$ cat src/rtl/mmio_timer.sv
// Memory-mapped countdown timer on the M-stage data bus: CTRL/PRESET/COUNT word
// registers, one-shot or auto-reload, registered interrupt request.
module mmio_timer #(
  parameter logic [31:0] BASE_ADDR = 32'h0000_7F00
) (
  input  logic        clk,
  input  logic        rst,
  input  logic [31:0] addr,
  input  logic        write_enable,
  input  logic [31:0] write_data,
  output logic [31:0] read_result,
  output logic        irq,
  output logic [1:0]  dbg_state
);

  typedef enum logic [1:0] {
    ST_IDLE = 2'd0,
    ST_LOAD = 2'd1,
    ST_CNT  = 2'd2,
    ST_INT  = 2'd3
  } state_t;

  state_t      r_state;
  logic [3:0]  r_ctrl;
  logic [31:0] r_preset;
  logic [31:0] r_count;
  logic        r_irq_flag;
  logic        r_irq;

  logic        w_sel;
  logic        w_wr_ctrl;
  logic        w_wr_preset;
  logic        w_auto;
  logic        w_expire;
  logic        w_flag_next;
  logic [3:0]  w_ctrl_next;
  logic        w_unused;

  assign w_sel       = (addr[31:4] == BASE_ADDR[31:4]);
  assign w_wr_ctrl   = write_enable && w_sel && (addr[3:2] == 2'd0);
  assign w_wr_preset = write_enable && w_sel && (addr[3:2] == 2'd1);
  assign w_auto      = (r_ctrl[2:1] == 2'b01);
  assign w_expire    = (r_state == ST_CNT) && r_ctrl[0] && (r_count <= 32'd1);
  assign w_unused    = &{1'b0, addr[1:0]};

  // Setting the flag on expiry beats a simultaneous CTRL-write clear.
  always_comb begin
    w_flag_next = r_irq_flag;
    if (w_expire)
      w_flag_next = 1'b1;
    else if (w_wr_ctrl || ((r_state == ST_INT) && w_auto))
      w_flag_next = 1'b0;
  end

  // One-shot expiry drops EN unless the bus writes CTRL on the same edge.
  always_comb begin
    w_ctrl_next = r_ctrl;
    if (w_wr_ctrl)
      w_ctrl_next = write_data[3:0];
    else if ((r_state == ST_INT) && !w_auto)
      w_ctrl_next = {r_ctrl[3:1], 1'b0};
  end

  always_ff @(posedge clk or negedge rst) begin
    if (!rst) begin
      r_state    <= ST_IDLE;
      r_ctrl     <= 4'd0;
      r_preset   <= 32'd0;
      r_count    <= 32'd0;
      r_irq_flag <= 1'b0;
      r_irq      <= 1'b0;
    end else begin
      r_ctrl     <= w_ctrl_next;
      r_irq_flag <= w_flag_next;
      r_irq      <= w_flag_next && w_ctrl_next[3];
      if (w_wr_preset)
        r_preset <= write_data;
      case (r_state)
        ST_IDLE: begin
          if (r_ctrl[0])
            r_state <= ST_LOAD;
        end
        ST_LOAD: begin
          r_count <= r_preset;
          r_state <= ST_CNT;
        end
        ST_CNT: begin
          if (!r_ctrl[0]) begin
            r_state <= ST_IDLE;
          end else if (r_count <= 32'd1) begin
            r_count <= 32'd0;
            r_state <= ST_INT;
          end else begin
            r_count <= r_count - 32'd1;
          end
        end
        ST_INT: begin
          r_state <= w_auto ? ST_LOAD : ST_IDLE;
        end
        default: r_state <= ST_IDLE;
      endcase
    end
  end

  always_comb begin
    read_result = 32'd0;
    case (addr[3:2])
      2'd0:    read_result = {28'd0, r_ctrl};
      2'd1:    read_result = r_preset;
      2'd2:    read_result = r_count;
      default: read_result = 32'd0;
    endcase
  end

  assign irq       = r_irq;
  assign dbg_state = r_state;

endmodule

$ cat config.mk
export PLATFORM = sky130hd
export DESIGN_NAME = mmio_timer
export DESIGN_NICKNAME = d
export VERILOG_FILES = /design/src/rtl/mmio_timer.sv
export SDC_FILE = /design/constraint.sdc
export NUM_CORES = 1
export LEC_CHECK = 0
export BUFFER_PORTS_ARGS = -buffer_cell sky130_fd_sc_hd__buf_2
export CORE_MARGIN = 2
export CORE_UTILIZATION = 49
export CTS_BUF_LIST = sky130_fd_sc_hd__clkbuf_4 sky130_fd_sc_hd__clkbuf_8 sky130_fd_sc_hd__clkbuf_16
export DETAILED_ROUTE_END_ITERATION = 6
export PLACE_DENSITY = 0.77
export RECOVER_POWER = 50
export SLEW_MARGIN = 10
export SYNTH_ARGS = -nofsm -noshare
export SYNTH_HDL_FRONTEND = slang
export SYNTH_SLANG_ARGS = --single-unit
export TNS_END_PERCENT = 50
$ cat constraint.sdc
create_clock -name clk -period 2.6 [get_ports clk]
set_clock_uncertainty 0.2 [all_clocks]
set_input_delay 0.52 -clock clk [delete_from_list [all_inputs] [get_ports clk]]
set_output_delay 0.52 -clock clk [all_outputs]
set_load 0.03 [all_outputs]
==> results of run 1 <==
[layout by cell type, fill, tap and decap left out, types with 6 or more instances in the layout]
cell type / n
inv_1: 7
dfrtp_1: 72
clkbuf_8: 9
nor2b_1: 6
clkbuf_2: 10
mux2_2: 33
o211ai_1: 7
mux2i_1: 8
nand3_1: 13
o31ai_1: 9
nand2_1: 33
a21oi_1: 8
a32oi_1: 9
o21ai_0: 20
nand4_1: 10
nor4_1: 8
nor2_1: 19
nor3_1: 8
or4_1: 7
a22o_1: 30
buf_4: 41
buf_2: 90
[cell families after synthesis]
kind of cell / count (synthesis) / synth area share
DFF: 72 / 0.422
AOI/OAI and AO/OA: 124 / 0.222
adders and majority gates: 2 / 0.00586
muxes: 42 / 0.108
and+or+nand+nor: 138 / 0.194
buffers and inverters: 38 / 0.0481
[flip-flops by register name (all words and copies together) (netlist names)]
name        count
dbg_state       2
r_count        32
irq             1
r_preset       32
r_irq_flag      1
r_ctrl          4
[layer usage]
metal | vias to the layer above | GRT usage | wire, µm
li1 | 1891 | - | -
met1 | 2014 | 0.337 | 4990
met2 | 186 | 0.421 | 5770
met3 | 22 | 0.0518 | 916
met4 | 0 | 0.105 | 268
met5 | - | 0 | 0
[worst min path at each step]
stage	cells after the start	from	to
after global routing	2	write_data[29]	r_preset[29]
after CTS	2	write_data[29]	r_preset[29]
after global placement	1	r_preset[11]	r_count[11]
after floorplan	0	rst	dbg_state[0]
after detailed placement	1	r_preset[11]	r_count[11]
final	2	write_data[29]	r_preset[29]
[layout make-up]
type | instances | area, µm²
fill | 758 | 3290
multi-input combinational | 306 | 2260
sequential | 72 | 1800
timing repair buffer | 147 | 873
clock buffer | 11 | 139
tap | 108 | 135
clock inverter | 4 | 70.1
inverter | 7 | 26.3
[critical path: stages]
cell and delay (ns):
clkbuf_2 0.21, nor2b_1 0.22, clkbuf_2 0.38, a22o_1 0.24, buf_2 0.21
[what timing repair did]
action,CTS,global route
endpoints found under the hold margin,46,0
setup buffers,0,1
resized for setup,0,1
endpoints found under the setup margin,0,13
hold buffers,1,0
[per-stage QoR]
| stage | TNS [ns] | hold slack, ns |
|---|---|---|
| after detailed placement | -9.26 | 0.303 |
| after global placement | -6.91 | 0.303 |
| after floorplan | -3.75 | 0.0244 |
| final | 0 | 0.176 |
| after global routing | -0.0167 | 0.166 |
| after CTS | 0 | 0.156 |
[where the power goes]
| group | leakage (nW) | switching [W] | internal (W) |
|---|---|---|---|
| clock network | 0.110 | 0.000424 | 0.000554 |
| logic | 1.60 | 0.0000604 | 0.0000462 |
| registers | 0.991 | 0.000000000212 | 0.00112 |
| total | 2.70 | 0.000484 | 0.00172 |
==> impl_metrics.ini, run 1 <==
[layout]
utilization = 0.617
area_growth_pct = 24.3
final_cells = 655
drive_above_1_share = 0.382
num_antenna_cells = 0
nets = 612
final_cell_area_um2 = 5300

[clock_network]
clock_path_buffers = 2
tritoncts = built
numCtsBuffers = 9
cts_root_buffer = clkbuf_8
clkLatencyLatePin_ns = 0.36
htreeDepth = 3
clkTransAtPathRegs_ns = 0.07
clock_sinks = 72

[drt]
drtIter0Drc = 257
vias = 4113
routed_wl_um = 11900
wl_per_cell_um = 18.2
via_per_inst = 6.28
postRouteAntennaNets = 0
drc = 0
dr.pass1.iters = 5

[grt]
grt_pass1_wl_um = 19900
grt_overflow_total = 0
antenna_found_initial = 0
grt.total_usage = 0.258
grt_pass1_vias = 4138
grt_max_degree = 73

[worst_setup_path]
cp-endpoint = read_result[20]
worstSetupEndpointType = primary output
r2r-end = r_count[17]
r2r-start = r_count[5]
cp.required_ns = 1.88
crit_fanout = 16
startpoint = addr[3]
worstSetupPathType = primary input to primary output
cp_data_arrival_time_ns = 1.79
r2r_slack_ns = 0.10
worst_setup_path_start_kind = primary input
reg2reg_depth = 5

[place]
placed_area_um2 = 5110
gp_congestion = 0.965
place_inst = 638
io_buffers = 99
dp_hpwl_um = 8460
preCtsSetupSlack_ns = -0.287

[sta]
fmax_mhz = 398
finalSetupViolCount = 0
post-route-period-util = 0.967
maxSlewViolCount = 0
layout_setup_ws_ns = 0.0859
layout_min_cycle_time_ns = 2.51
tightest_slew_ns = 0.996
rsz0062_at_grt = true
report.final.hold_viol_count = 0
slew-limit-headroom = 0.336

[synth]
synth_nets = 485
synth-seq-area-share = 0.422
synth-warning-count = 0
synth_top_cell_area_share = 0.422
synth.area.top_cells = dfrtp_1 (42%), mux2_2 (8.7%), a22o_1 (6.2%)
synth.most_common_cell = dfrtp_1
async_flop_share = 1.00
synth_flop_cell = dfrtp_1
synth.distinct_cells = 60
syn_avg_cell_area_um2 = 10.3
ys_top_cells_by_count = dfrtp_1 (72), mux2_2 (33), nand2_1 (33), a22o_1 (30), o21ai_0 (20)
synth_top_area_cell = dfrtp_1
syn_area_um2 = 4270
synth_edf_count = 0
synth_cells = 416
synth-seq-cells = 72

[floorplanning]
die_w_um = 97.3
rows = 34
io_pins = 102
dieArea_um2 = 9470
fp.dieH_um = 97.3
core_um2 = 8590
start_util = 0.497

[run]
maxCapViolations = 0

[outcome]
status = completed

[min_path]
hp-class = primary input to flip-flop

[pwr]
finalPower_w = 0.00220
powerDensity_nw_per_um2 = 415
p_leak_nw = 2.70
vdd_ir_drop_max_mv = 0.239
No activity file was read; power rests on OpenSTA's default activity.
==> run 2, diff against run 1 <==
--- a/config.mk
+++ b/config.mk
@@ -6,7 +6,7 @@
 export NUM_CORES = 1
 export LEC_CHECK = 0
 export BUFFER_PORTS_ARGS = -buffer_cell sky130_fd_sc_hd__buf_2
-export CORE_MARGIN = 2
+export CORE_MARGIN = 8
 export CORE_UTILIZATION = 49
 export CTS_BUF_LIST = sky130_fd_sc_hd__clkbuf_4 sky130_fd_sc_hd__clkbuf_8 sky130_fd_sc_hd__clkbuf_16
 export DETAILED_ROUTE_END_ITERATION = 6
==> run 2 against run 1 <==
- worst hold slack better by 0.0057 ns
- utilization rose by 1.0 points
- largest power group is now the clock network
- highest routed layer unchanged
- sequential power is essentially flat
- global-route usage decreased by 3.9 points
- critical path type unchanged
- critical endpoint unchanged
- sequential share of layout area fell by 0.57 points
==> impl_metrics.ini, run 2 (synthesized netlist as in run 1, its figures left out) <==
[outcome]
status = completed

[layout]
nFillCells = 735
reg.largest.list = r_count: 32 flops, r_preset: 32 flops, r_ctrl: 4 flops
mostFrequentLayoutCells = buf_2 (94), dfrtp_1 (72), buf_4 (47), nand2_1 (33), mux2_2 (33)
drive_above_1_share = 0.387
layout_commonest_cell = buf_2
area_growth_pct = 26.4
num_antenna_cells = 0
final_cells = 663
nets = 619
utilization = 0.628

[sta]
layout_min_cycle_time_ns = 2.50
maxSlewViolCount = 0
tightest_slew_ns = 1.01
hold_slack_ns = 0.182
slew-limit-headroom = 0.324
report.final.hold_viol_count = 0
post-route-period-util = 0.963
finalSetupViolCount = 0
layout_setup_ws_ns = 0.0956
fmax_mhz = 399

[floorplanning]
start_util = 0.497
dieArea_um2 = 12000
io_pins = 102
die_w_um = 109
core_um2 = 8590
fp.dieH_um = 109
rows = 34

[place]
dp_hpwl_um = 9260
preCtsSetupSlack_ns = -0.268
gp_congestion = 0.935
place_inst = 643
io_buffers = 99

[run]
maxCapViolations = 0

[drt]
wl_per_cell_um = 19.5
postRouteAntennaNets = 0
via_per_inst = 6.31
drc = 0
drtIter0Drc = 333
vias = 4186
route.met3.wl_um = 993
wl_met1_um = 5380
highest_layer = met4
met2_length_um = 6250
routed_wl_um = 12900
dr.pass1.iters = 5

[worst_setup_path]
cp_data_arrival_time_ns = 1.78
cp.required_ns = 1.88
crit_fanout = 7
worstSetupEndpointType = primary output
r2r_slack_ns = 0.11
worst_setup_path_start_kind = primary input
worstSetupPathType = primary input to primary output

[grt]
grt_max_degree = 73
grt_overflow_total = 0
grt.total_usage = 0.218
antenna_found_initial = 0
grt_pass1_wl_um = 20700
grt_pass1_vias = 4180

[clock_network]
numCtsBuffers = 9
clkLatencyLatePin_ns = 0.36
clock_path_buffers = 2
clock_sinks = 72
cts_root_buffer = clkbuf_8
tritoncts = built
htreeDepth = 3
clkTransAtPathRegs_ns = 0.08

[pwr]
vdd_ir_drop_max_mv = 0.200
powerDensity_nw_per_um2 = 437
p_leak_nw = 2.75
finalPower_w = 0.00236

[min_path]
hp-class = primary input to flip-flop
-- run 2: cell types whose count changed in the layout (fill, tap and decap cells not counted), moves of 2 or more --
cell and delta:
nor2b_2 +2, nor4_1 +2, clkbuf_1 +2, nor2b_1 -2, clkbuf_2 -6, clkbuf_8 +2
buf_2 +4, buf_4 +6, nor4_2 -2
-- run 2: final cells by class --
class	instances	area [µm²]	share of cell area
Inverter	7	26.3	0.00487
Clock buffer	11	151	0.0281
Tap cell	108	135	0.0251
Clock inverter	5	103	0.0190
Multi-Input combinational cell	306	2250	0.418
Sequential cell	72	1800	0.334
Timing Repair Buffer	154	923	0.171
-- run 2: per-stage QoR --
stage	TNS (ns)	instance area [µm²]
floorplan	-3.75	4270
global placement	-7.22	5150
detailed placement	-8.55	5150
CTS	0	5420
global route	-0.0114	5390
finish	0	5390
-- run 2: metal layers --
layer,track usage,vias up
met5,0,-
met2,0.366,173
met3,0.0457,27
met4,0.0829,0
met1,0.270,2086
li1,-,1900
-- run 2: timing repair --
item / in CTS / in global routing
gates resized for setup: 0 / 1
setup buffers: 1 / 2
pin swaps: 1 / 0
hold endpoints to repair: 32 / 0
hold buffers: 1 / 0
setup endpoints to repair: 1 / 1
-- run 2: report_power, final --
group          internal [W]   switching [W]
combinational     0.0000474       0.0000598
sequential          0.00112  0.000000000213
clock              0.000688        0.000445
-- run 2: worst max-delay path, cell delays in order --
cell and delay (ns):
buf_2 0.16, nor2b_2 0.35, clkbuf_1 0.28, a22o_1 0.25
buf_2 0.22
-- run 2: worst paths after layout --
path	start	endpoint	cells after the start
worst max-delay path	addr[2]	read_result[20]	5
worst min-delay path	write_data[29]	r_preset[29]	2
worst max register to register	r_count[1]	r_count[24]	8
worst min register to register	r_preset[11]	r_count[11]	1
max in group asynchronous	rst	r_count[26]	3
min in group asynchronous	rst	r_preset[2]	3
==> run 3, diff against run 2 <==
--- a/config.mk
+++ b/config.mk
@@ -7,10 +7,11 @@
 export LEC_CHECK = 0
 export BUFFER_PORTS_ARGS = -buffer_cell sky130_fd_sc_hd__buf_2
 export CORE_MARGIN = 8
-export CORE_UTILIZATION = 49
+export CORE_UTILIZATION = 45
 export CTS_BUF_LIST = sky130_fd_sc_hd__clkbuf_4 sky130_fd_sc_hd__clkbuf_8 sky130_fd_sc_hd__clkbuf_16
+export CTS_CLUSTER_DIAMETER = 120
 export DETAILED_ROUTE_END_ITERATION = 6
-export PLACE_DENSITY = 0.77
+export PLACE_DENSITY = 0.72
 export RECOVER_POWER = 50
 export SLEW_MARGIN = 10
 export SYNTH_ARGS = -nofsm -noshare
==> run 3 against run 2 <==
- global-route usage is 1.2 points lower
- setup slack worse by 0.0062 ns
- first-iteration DRC count down 12%
- via count shrank 1.4%
- non-clock buffer count is 6 lower
- utilization is 5.5 points lower
- routed wire length increased by 1.0%
- cell area down 1.9%
- final cell count grew 2.0%
- the run now ends with capacitance limit, slew limit left
- largest cell class unchanged
- combinational power about the same
- fmax shrank 0.25%
- critical path depth is 1 higher
==> impl_metrics.ini, run 3 (synthesized netlist as in run 1, its figures left out) <==
[worst_setup_path]
cp_data_arrival_time_ns = 2.55
path_cells = buf_2 -> or4_1 -> or4_1 -> nor3_4 -> buf_12 -> mux2_2
critical_path.slowest_cell = or4_1
crit_fanout = 32
reg2reg_depth = 5
worstSetupPathType = primary input to flip-flop
crit_top_cell = or4_1
worst_setup_path_start_kind = primary input
r2r-start = r_count[10]
worstSetupEndpointType = flip-flop
startpoint = addr[5]
cp-endpoint = r_preset[11]
r2r_slack_ns = 0.11
max_stage_delay_ns = 0.59
r2r-end = r_count[24]
cp.required_ns = 2.64

[outcome]
status = complete, but fails checks
failed_checks = capacitance limit, slew limit

[clock_network]
tritoncts = built
htreeDepth = 3
numCtsBuffers = 9
clkTransAtPathRegs_ns = 0.07
clkLatencyLatePin_ns = 0.35
ctsHoldBuffers = 0
clock_sinks = 72
clock_path_buffers = 2
cts_root_buffer = clkbuf_8

[layout]
utilization = 0.573
final_cell_area_um2 = 5290
mostFrequentLayoutCells = buf_2 (89), dfrtp_1 (72), buf_4 (44), nand2_1 (33), mux2_2 (33)
drive_above_1_share = 0.378
num_antenna_cells = 0
reg.largest.list = r_count: 32 flops, r_preset: 32 flops, r_ctrl: 4 flops
area_growth_pct = 24.0
layout_commonest_cell = buf_2
nets = 613

[sta]
tightest_slew_ns = 1.82
layout_min_cycle_time_ns = 2.51
finalSetupViolCount = 0
slew-limit-headroom = -0.212
fmax_mhz = 398
rsz0062_at_grt = true
report.final.hold_viol_count = 0
maxSlewViolCount = 73
post-route-period-util = 0.966

[run]
maxCapViolations = 1

[floorplanning]
core_um2 = 9240
die_w_um = 113
rows = 35
fp.dieH_um = 113
start_util = 0.462
dieArea_um2 = 12900
io_pins = 102

[grt]
grt_pass1_vias = 4285
grt_overflow_total = 0
grt_max_degree = 73
grt.total_usage = 0.207
grt_pass1_wl_um = 21600
antenna_found_initial = 0

[pwr]
powerDensity_nw_per_um2 = 393
pwr-share-seq = 0.538
p_leak_nw = 2.68
p_int_w = 0.00160
clockPowerShare = 0.411
finalPower_w = 0.00208
switching_power_w = 0.000480
p_comb_frac = 0.051
vdd_ir_drop_max_mv = 0.228
sw_frac_of_total = 0.230

[drt]
drc = 0
via_per_inst = 6.11
postRouteAntennaNets = 0
routed_wl_um = 13100
dr.pass1.iters = 5
vias = 4127
wl_per_cell_um = 19.3
drtIter0Drc = 294

[place]
placed_area_um2 = 5150
gp_congestion = 0.948
dp_hpwl_um = 9280
io_buffers = 99

[min_path]
hp-start = write_data[29]
hp-class = primary input to flip-flop
## run 3: power by group through the flow
stage	Combinational, W	Sequential, W	Clock [W]
2_1_floorplan	0.0000244	0.00114	0
3_3_place_gp	0.000110	0.00114	0
3_5_place_dp	0.000113	0.00114	0
4_1_cts	0.000113	0.00112	0.000867
5_1_grt	0.000117	0.00112	0.000912
6_report	0.000106	0.00112	0.000856
## run 3: worst min path at each step
| stage | slack (ns) | cells past startpoint | to |
|---|---|---|---|
| final | 0.19 | 2 | r_preset[29] |
| after global routing | 0.19 | 2 | r_preset[29] |
| after CTS | 0.003 | 2 | r_preset[9] |
| after detailed placement | 0.31 | 1 | r_preset[29] |
| after global placement | 0.31 | 1 | r_count[11] |
| after floorplan | 0.02 | 0 | dbg_state[0] |
## run 3: timing repair
action	4_1_cts	5_1_grt
resized for setup	0	1
endpoints found under the hold margin	0	0
buffers inserted	0	1
endpoints found under the setup margin	0	18
## run 3: cell type report
| type | instances | area (µm²) |
|---|---|---|
| tap | 129 | 161 |
| timing repair buffer | 148 | 876 |
| clock buffer | 14 | 180 |
| fill | 855 | 3950 |
| sequential | 72 | 1800 |
| multi-input combinational | 306 | 2250 |
| inverter | 7 | 26.3 |
## run 3: critical path: cells and delay by family
family	cells	cell delay [ns]
buf+inv	2	0.33
mux	1	0.38
simple gates	3	1.31
## run 3: layer usage
| layer | vias up | track usage | part of all wire |
|---|---|---|---|
| met1 | 2035 | 0.258 | 0.42 |
| met3 | 29 | 0.0528 | 0.080 |
| li1 | 1890 | - | - |
| met2 | 173 | 0.335 | 0.48 |
| met5 | - | 0 | 0 |
| met4 | 0 | 0.0853 | 0.021 |
## run 3: through the flow
stage | instances | TNS (ns) | setup WS, ns | hold WS [ns]
floorplan | 416 | -3.75 | -0.101 | 0.0244
global placement | 661 | -7.12 | -0.217 | 0.305
detailed placement | 661 | -8.06 | -0.260 | 0.314
CTS | 675 | 0 | 0.0693 | 0.00306
global route | 676 | -0.00118 | -0.00118 | 0.189
finish | 676 | 0 | 0.0893 | 0.186
